File: src/rtl/fp16_pkg.sv
// Shared constants, operand classes and the unpack/classify helper for the
// binary16 multiplier.
package fp16_pkg;

  localparam int EXP_W   = 5;
  localparam int FRAC_W  = 10;
  localparam int BIAS    = 15;
  localparam int EXP_MAX = 31;
  localparam logic [15:0] QNAN = 16'h7E00;

  typedef enum logic [1:0] {ZERO, NORMAL, INF, NAN} fp_class_e;

  // Subnormals (exp == 0, fraction != 0) are treated as zero on input.
  function automatic fp_class_e classify(input logic [15:0] x);
    fp_class_e c;
    case (x[14:10])
      5'd0:    c = ZERO;
      5'd31:   c = (x[9:0] == 10'd0) ? INF : NAN;
      default: c = NORMAL;
    endcase
    return c;
  endfunction

endpackage

File: src/rtl/fp16_norm_round.sv
// Combinational normalize, round-to-nearest-even and range check of a
// normal-path product, packed as fp16.
module fp16_norm_round
  import fp16_pkg::*;
(
  input  logic              sign,
  input  logic signed [6:0] exp_in,
  input  logic [21:0]       prod,
  output logic [15:0]       result
);

  logic              hi;
  logic [10:0]       kept;
  logic              guard;
  logic              sticky;
  logic              rnd;
  logic [11:0]       rsum;
  logic signed [6:0] exp_norm;
  logic signed [6:0] exp_fin;
  logic [9:0]        frac;

  // Normalize the product, round, and resolve overflow/underflow.
  always_comb begin
    hi       = prod[21];
    kept     = 11'd0;
    guard    = 1'b0;
    sticky   = 1'b0;
    exp_fin  = 7'sd0;
    frac     = 10'd0;
    result   = 16'h0000;
    if (hi) begin
      kept   = prod[21:11];
      guard  = prod[10];
      sticky = |prod[9:0];
    end else begin
      kept   = prod[20:10];
      guard  = prod[9];
      sticky = |prod[8:0];
    end
    exp_norm = exp_in + $signed({6'b000000, hi});
    rnd      = guard & (sticky | kept[0]);
    rsum     = {1'b0, kept} + {11'd0, rnd};
    // A carry out of the 11-bit significand leaves 1.000... at the next exponent.
    if (rsum[11]) begin
      exp_fin = exp_norm + 7'sd1;
      frac    = 10'd0;
    end else begin
      exp_fin = exp_norm;
      frac    = rsum[9:0];
    end
    if (exp_fin >= 7'sd31) begin
      result = {sign, 5'h1F, 10'h000};
    end else if (exp_fin <= 7'sd0) begin
      result = {sign, 15'h0000};
    end else begin
      result = {sign, exp_fin[4:0], frac};
    end
  end

endmodule

File: src/rtl/fp16_multiplier.sv
// Two-stage pipelined fp16 multiplier: stage 1 classifies and multiplies,
// stage 2 normalizes, rounds and packs into the registered output.
module fp16_multiplier
  import fp16_pkg::*;
(
  input  logic        CLK,
  input  logic        RESETn,
  input  logic [15:0] A,
  input  logic [15:0] B,
  output logic [15:0] out
);

  fp_class_e         cls_a;
  fp_class_e         cls_b;
  fp_class_e         cls_next;
  logic              sign_next;
  logic signed [6:0] exp_next;
  logic [21:0]       prod_next;

  fp_class_e         cls_q;
  logic              sign_q;
  logic signed [6:0] exp_q;
  logic [21:0]       prod_q;

  logic [15:0]       norm_result;
  logic [15:0]       out_next;

  // Stage-1 operand classification, exponent sum and significand product.
  always_comb begin
    cls_a     = classify(A);
    cls_b     = classify(B);
    sign_next = A[15] ^ B[15];
    exp_next  = $signed({2'b00, A[14:10]}) + $signed({2'b00, B[14:10]}) - 7'sd15;
    prod_next = {11'd0, 1'b1, A[9:0]} * {11'd0, 1'b1, B[9:0]};
    if (cls_a == NAN || cls_b == NAN ||
        (cls_a == INF && cls_b == ZERO) || (cls_a == ZERO && cls_b == INF)) begin
      cls_next = NAN;
    end else if (cls_a == INF || cls_b == INF) begin
      cls_next = INF;
    end else if (cls_a == ZERO || cls_b == ZERO) begin
      cls_next = ZERO;
    end else begin
      cls_next = NORMAL;
    end
  end

  fp16_norm_round u_norm_round (
    .sign   (sign_q),
    .exp_in (exp_q),
    .prod   (prod_q),
    .result (norm_result)
  );

  // Stage-2 selection between special results and the rounded normal product.
  always_comb begin
    out_next = 16'h0000;
    case (cls_q)
      NAN:     out_next = QNAN;
      INF:     out_next = {sign_q, 5'h1F, 10'h000};
      ZERO:    out_next = {sign_q, 15'h0000};
      NORMAL:  out_next = norm_result;
      default: out_next = 16'h0000;
    endcase
  end

  // Pipeline registers; the reset class ZERO with sign 0 keeps out at 0 while flushing.
  always_ff @(posedge CLK) begin
    if (!RESETn) begin
      cls_q  <= ZERO;
      sign_q <= 1'b0;
      exp_q  <= 7'sd0;
      prod_q <= 22'd0;
      out    <= 16'h0000;
    end else begin
      cls_q  <= cls_next;
      sign_q <= sign_next;
      exp_q  <= exp_next;
      prod_q <= prod_next;
      out    <= out_next;
    end
  end

endmodule

File: config.mk
export PLATFORM = sky130hd
export DESIGN_NAME = fp16_multiplier
export DESIGN_NICKNAME = d
export VERILOG_FILES = /design/src/rtl/fp16_pkg.sv /design/src/rtl/fp16_norm_round.sv /design/src/rtl/fp16_multiplier.sv
export SDC_FILE = /design/constraint.sdc
export NUM_CORES = 1
export LEC_CHECK = 0
export BUFFER_PORTS_ARGS = -buffer_cell sky130_fd_sc_hd__clkbuf_2
export CORE_MARGIN = 2
export CORE_UTILIZATION = 63
export DETAILED_ROUTE_END_ITERATION = 10
export GPL_ROUTABILITY_DRIVEN = 1
export GPL_TIMING_DRIVEN = 0
export PLACE_DENSITY = 0.91
export SYNTH_ARGS = -nofsm -noshare
export SYNTH_HDL_FRONTEND = slang
export SYNTH_SLANG_ARGS = --single-unit
File: constraint.sdc
create_clock -name CLK -period 6.3 [get_ports CLK]
set_clock_uncertainty 0.1 [all_clocks]
set_input_delay 1.26 -clock CLK [delete_from_list [all_inputs] [get_ports CLK]]
set_output_delay 1.26 -clock CLK [all_outputs]
set_load 0.01 [all_outputs]
* After elaboration in Yosys (flattened, before gate mapping)
Index checks and enable logic that the tools add are counted.
** Operators by class
- Order comparisons :: 2
- Muxes and demuxes :: 15
- $add $sub $neg :: 5
- Bitwise gates (word level) :: 3
- Equal/unequal tests :: 9
- Multiply operators :: 1
- Reductions and logical operators :: 16
** Operator list (number)
- 16-bit one-hot mux with 4 select lines :: 1
- 15-bit 2-to-1 mux :: 2
- 11-bit by 11-bit multiplier with 22-bit output :: 1
- 10-bit zero test :: 2
- 11-bit by 1-bit adder with 12-bit output :: 1
- 2-bit equality test (second input constant) :: 6
- 11-bit 2-to-1 mux :: 1
- 5-bit equality test (second input constant) :: 2
- 5-bit zero test :: 2
- 10-bit 2-to-1 mux :: 1
- 10-bit OR reduction :: 1
- 9-bit OR reduction :: 1
- 2-bit one-hot mux with 2 select lines :: 2
- 7-bit by 2-bit adder with 7-bit output :: 1
- 7-bit by 2-bit adder with 7-bit output (second input constant) :: 1
- 7-bit by 6-bit >= comparator with 1-bit output (second input constant) :: 1
- 7-bit by 1-bit <= comparator with 1-bit output (second input constant) :: 1
- 7-bit 2-to-1 mux :: 1
- 6-bit by 4-bit subtractor with 7-bit output (second input constant) :: 1
- 5-bit by 5-bit adder with 6-bit output :: 1
- 2-bit zero test :: 3
- 1-bit logical OR :: 5
- 1-bit 2-to-1 mux :: 5
- 2-bit 2-to-1 mux :: 2
- 5 further kinds :: 6
** Storage, ports and cells
- Bits in registers :: 48
- Word-level logic and storage cells :: 56
- Bits of input ports :: 34
- Output and inout bits :: 16

* Logic depth before layout (Yosys ltp)
- Depth after elaboration :: 10
- Mapped depth :: 19
- Depth with buffers taken out :: 18

* Cells and area by module
A second synthesis with hierarchy kept.
** Unflattened totals
- Cell total of the unflattened synthesis :: 825
- Area, all modules :: 6854.1 µm²
** By module, submodules not included
- fp16_multiplier :: instances 1, sequential area each 960.9 µm², area each 5716.7 µm², cells an instance 654
- fp16_norm_round :: instances 1, sequential area each 0.0 µm², area each 1137.3 µm², cells an instance 171

* Worst setup path after synthesis
OpenSTA, ideal clock, no wires.
- Path kind :: input port to flip-flop
- Start :: in A[1]
- End :: reg prod_q[21]
- Data arrival time :: 5.733 ns
- Buffers on the path :: 1
- Required time :: 6.079 ns
- Slack :: 0.346 ns
- Cell stages on the path :: 17
- Setup time :: 0.121 ns
- Path through :: clkbuf_1 inv_1 fa_1 inv_1 fa_1 fa_1 fa_1 inv_1 fa_1 inv_1 ha_1 o21a_1 o211ai_1 a21oi_1 o21bai_1 a21oi_1 mux2_2
** Between the ends
- Word-level cells in the longest chain between the ends :: 1
** Ends and longest elaborated chain
- start: declaration :: RTL line fp16_multiplier.sv:8 : input logic [15:0] A,
- 11-bit by 11-bit multiplier with 22-bit output :: RTL line fp16_multiplier.sv:34 : prod_next = {11'd0, 1'b1, A[9:0]} * {11'd0, 1'b1, B[9:0]};
- end signal: assignment :: RTL line fp16_multiplier.sv:78 : prod_q <= prod_next;
- end: declaration :: RTL line fp16_multiplier.sv:23 : logic [21:0] prod_q;
No other way between the ends.
A chain may end at the register's enable or synchronous reset.

* Worst setup path after layout
- Start :: in A[0]
- End :: reg prod_q[18]
Same word-level chain as after synthesis.

==> flow_summary.rst <==
.. list-table::
   :header-rows: 1

   * - Metric
     - Value
   * - Result of the run
     - complete, no violations
   * - DRC
     - 0
   * - Routed len/inst
     - 15.5 um
   * - CTS root buffer
     - clkbuf_8
   * - Element type at the critical path end
     - register
   * - Worst Path Arrival
     - 6.18 ns
   * - Area after DPL
     - 7080 sq um
   * - Category of the critical setup timing path
     - in2reg
   * - Largest fanout on the critical path
     - 10
   * - Share of the clock period used by the worst path after layout
     - 96.0%
   * - Remaining max-slew budget at the tightest pin
     - 34.2%
   * - Via count of the first global-routing pass
     - 5655
   * - First DRT Iteration DRCs
     - 371
   * - Diode count
     - 0
   * - Dominant register cell in the synthesized netlist
     - dfxtp_1
   * - Most area-consuming cells after synthesis
     - fa_1 24%, dfxtp_1 14%, ha_1 13%
   * - Class of the tightest hold or removal check
     - reg2reg
   * - Comb power frac
     - 76.8%
   * - Worst-path cell chain
     - clkbuf_2, clkbuf_1, nand2_1, fa_1, fa_1, inv_1, ha_1, fa_1, inv_1, fa_1, inv_1, ha_1, o21a_1, o21ai_0, a31oi_1, a41oi_1, a21oi_1, mux2i_1
   * - Post-synthesis cell type count
     - 61
   * - Biggest area consumer among synthesized cells
     - fa_1
   * - Portion of total power attributed to the clock network
     - 7.0%
   * - Total via count after detailed routing
     - 5494
   * - Worst slack at placement
     - -0.409 ns
   * - Mean cell area of the mapped netlist
     - 8.65 sq um
   * - Synthesized cell area
     - 6690 sq um
   * - Cell repeated most along the worst path
     - fa_1
   * - Sum of negative setup slack
     - 0 ns
   * - Critical Path Slowest Stage Cell
     - fa_1
   * - Grt ovf
     - 0
   * - Max-slew violation total from the final report
     - 0
   * - Final instance count without filler cells
     - 951
   * - Final #Nets
     - 1001
   * - Height of the die
     - 107 um
   * - Post-synth EDFFs
     - 0
   * - Count of endpoints failing setup in the final report
     - 0
   * - Reg-to-reg startpoint
     - prod_q[21]
   * - Cells after DPL
     - 954
   * - Most used cells in the layout excluding fill and tap cells
     - 133 x inv_1, 81 x fa_1, 72 x nand2_1, 72 x ha_1, 50 x clkbuf_2
   * - H-tree level count
     - 2
   * - Via-to-Cell Ratio
     - 5.78
   * - Grt peak-use layer
     - met2
   * - Hold path start
     - sign_q
   * - Post-route ant nets
     - 0
   * - Fraction of the yosys area taken by sequential cells
     - 14.4%
   * - Die area
     - 11500 sq um
   * - Number of standard-cell rows in the floorplan
     - 37
   * - Required time reported for the critical path endpoint
     - 6.43 ns
   * - Clock insertion delay at the later pin of the skew report
     - 0.30 ns
   * - Final wirelength
     - 14800 um
   * - RSZ-0062 raised after global routing
     - no
   * - CTS Buf Count
     - 5
   * - Power per cell area
     - 370 nW/um^2
   * - Slew of the pin with the lowest slew margin
     - 0.981 ns
   * - Summed area of non-filler cells in the final layout
     - 7140 sq um
   * - Top-area cell type share of the netlist area
     - 24.3%
   * - Largest net degree at the start of global routing
     - 15
   * - Synthesized net count
     - 960
   * - Max stage delay on crit path
     - 0.55 ns
   * - Maximum VDD drop
     - 0.000221 V
   * - Most common cell after layout, fill and taps aside
     - inv_1
   * - Post-layout minimum cycle time
     - 6.05 ns
   * - Launch point of the worst path
     - A[0]
   * - Layout-stage area growth over the synthesis result
     - 6.83%
   * - Initial standard-cell utilization of the core
     - 64.8%
   * - Total chip power
     - 2.64 mW
   * - Number of flip-flops and latches in the synthesized netlist
     - 48
   * - Highest Clock Rate
     - 165 MHz
   * - Post-Syn Instances
     - 773
   * - Fill cell count
     - 796
   * - Count of hold-fix buffers inserted at cts
     - 0
   * - Max-cap check violation count
     - 0
   * - Clock Path Buffers
     - 2
   * - Share of the core filled with cells
     - 69.2%
   * - Die W
     - 107 um
   * - Post-detailed-placement half-perimeter wirelength
     - 12200 um
   * - Wire length of the first global-routing pass
     - 26000 um
   * - Met2 Usage GRT
     - 49.5%
   * - FFs w/ async S/R, synth
     - 0%
   * - Leak
     - 3.50 nW
   * - Met1 track demand over resource
     - 36.9%
   * - Clock slew seen by the registers of the worst setup and hold paths
     - 0.08 ns
   * - Sw frac
     - 49.6%
   * - Antenna violations before repair
     - 0
   * - Share of total power in sequential cells
     - 16.3%
   * - Met3 global-route usage
     - 3.22%
   * - Floorplan core area
     - 10300 sq um
   * - Worst Hold Margin
     - 0.327 ns
   * - I/O pin count
     - 50
   * - Switching power
     - 1.31 mW
   * - TritonCTS clock tree
     - done
   * - Fraction of final layout cells sized beyond drive strength 1
     - 10.7%
   * - Buffers added on ports
     - 45
   * - Final worst slack
     - 0.252 ns
   * - Hold Violations, Final
     - 0
   * - Clock net sink count
     - 48
   * - Internal power of the cells
     - 1.33 mW
   * - Routability congestion estimate
     - 0.922
   * - Total Routing Usage GR
     - 28.2%
   * - Warnings from Yosys
     - 0
   * - Type of element launching the critical path
     - input pin
   * - First-pass DRT Iterations
     - 5
-- cells by family after synthesis --
logic type / Yosys count / share of synthesized area (%)
buffers and inverters: 169 / 9.77
AO/OA/AOI/OAI: 97 / 9.66
AND/OR/NAND/NOR: 254 / 21.0
adder cells (fa/ha/maj): 153 / 37.7
flip-flops: 48 / 14.4
XOR/XNOR: 34 / 4.68
multiplexers: 18 / 2.83
-- Yosys cell counts, types with 3 or more instances --
| cell | count |
|---|---|
| inv_1 | 133 |
| fa_1 | 81 |
| ha_1 | 72 |
| nand2_1 | 72 |
| dfxtp_1 | 48 |
| and2_1 | 46 |
| nor2_1 | 39 |
| a21oi_1 | 27 |
| clkbuf_1 | 27 |
| xnor2_1 | 19 |
| nand3_1 | 17 |
| xor2_1 | 14 |
| a21o_1 | 13 |
| mux2i_1 | 13 |
| nor3_1 | 13 |
| o21ai_0 | 13 |
| nor2b_1 | 9 |
| nand4_1 | 8 |
| nor4_2 | 8 |
| o211ai_1 | 8 |
| and3_1 | 7 |
| nor4_1 | 7 |
| o31ai_1 | 7 |
| a211oi_1 | 5 |
| nand2b_1 | 5 |
| a31oi_1 | 4 |
| mux2_2 | 4 |
| nor3b_1 | 4 |
| o21a_1 | 4 |
| a221oi_1 | 3 |
| a41oi_1 | 3 |
| buf_1 | 3 |
| buf_2 | 3 |
-- metal layers --
metal	up-vias	wire, um
met1	2646	6160
met4	0	276
met3	29	938
met5	-	0
li1	2599	-
met2	220	7410
-- worst max-delay path: cells and delay by family --
family	cells	cell delay (ns)
buffers and inverters	5	0.67
adders and majority gates	6	2.77
muxes	1	0.22
AOI/OAI and AO/OA	5	1.07
and+or+nand+nor	1	0.17
-- flip-flops by register name, indices dropped and copies added, names as in the netlist --
register	flops
cls_q	2
exp_q	7
out	16
prod_q	22
sign_q	1
-- path summary, 6_finish.rpt --
kind,end,slack (ns),cells after the start
setup / recovery,prod_q[18],0.25,18
hold / removal,out[15],0.33,2
setup reg to reg,out[8],2.97,12
hold reg to reg,out[15],0.33,2
-- power by group through the flow --
stage                     combinational, mW  sequential (mW)  clock, mW
after global routing                   2.31            0.439      0.201
final                                  2.03            0.430      0.184
after global placement                 1.91            0.432          0
after floorplan                        1.58            0.427          0
after CTS                              2.01            0.428      0.187
after detailed placement               1.99            0.435          0
-- cell type report --
type | count | area [sq um] | area share, %
Multi-Input combinational cell | 556 | 5070 | 71.1
Sequential cell | 48 | 961 | 13.5
Inverter | 134 | 503 | 7.04
Timing Repair Buffer | 45 | 225 | 3.15
Tap cell | 136 | 170 | 2.38
Buffer | 24 | 115 | 1.61
Clock buffer | 6 | 82.6 | 1.16
Clock inverter | 2 | 10.0 | 0.140
-- timing repair --
item,CTS,global route
gates resized for setup,0,11
endpoints found under the setup margin,1,7
endpoints found under the hold margin,0,0
buffers inserted,0,0
Note: power is estimated with default switching activity, not from simulation.
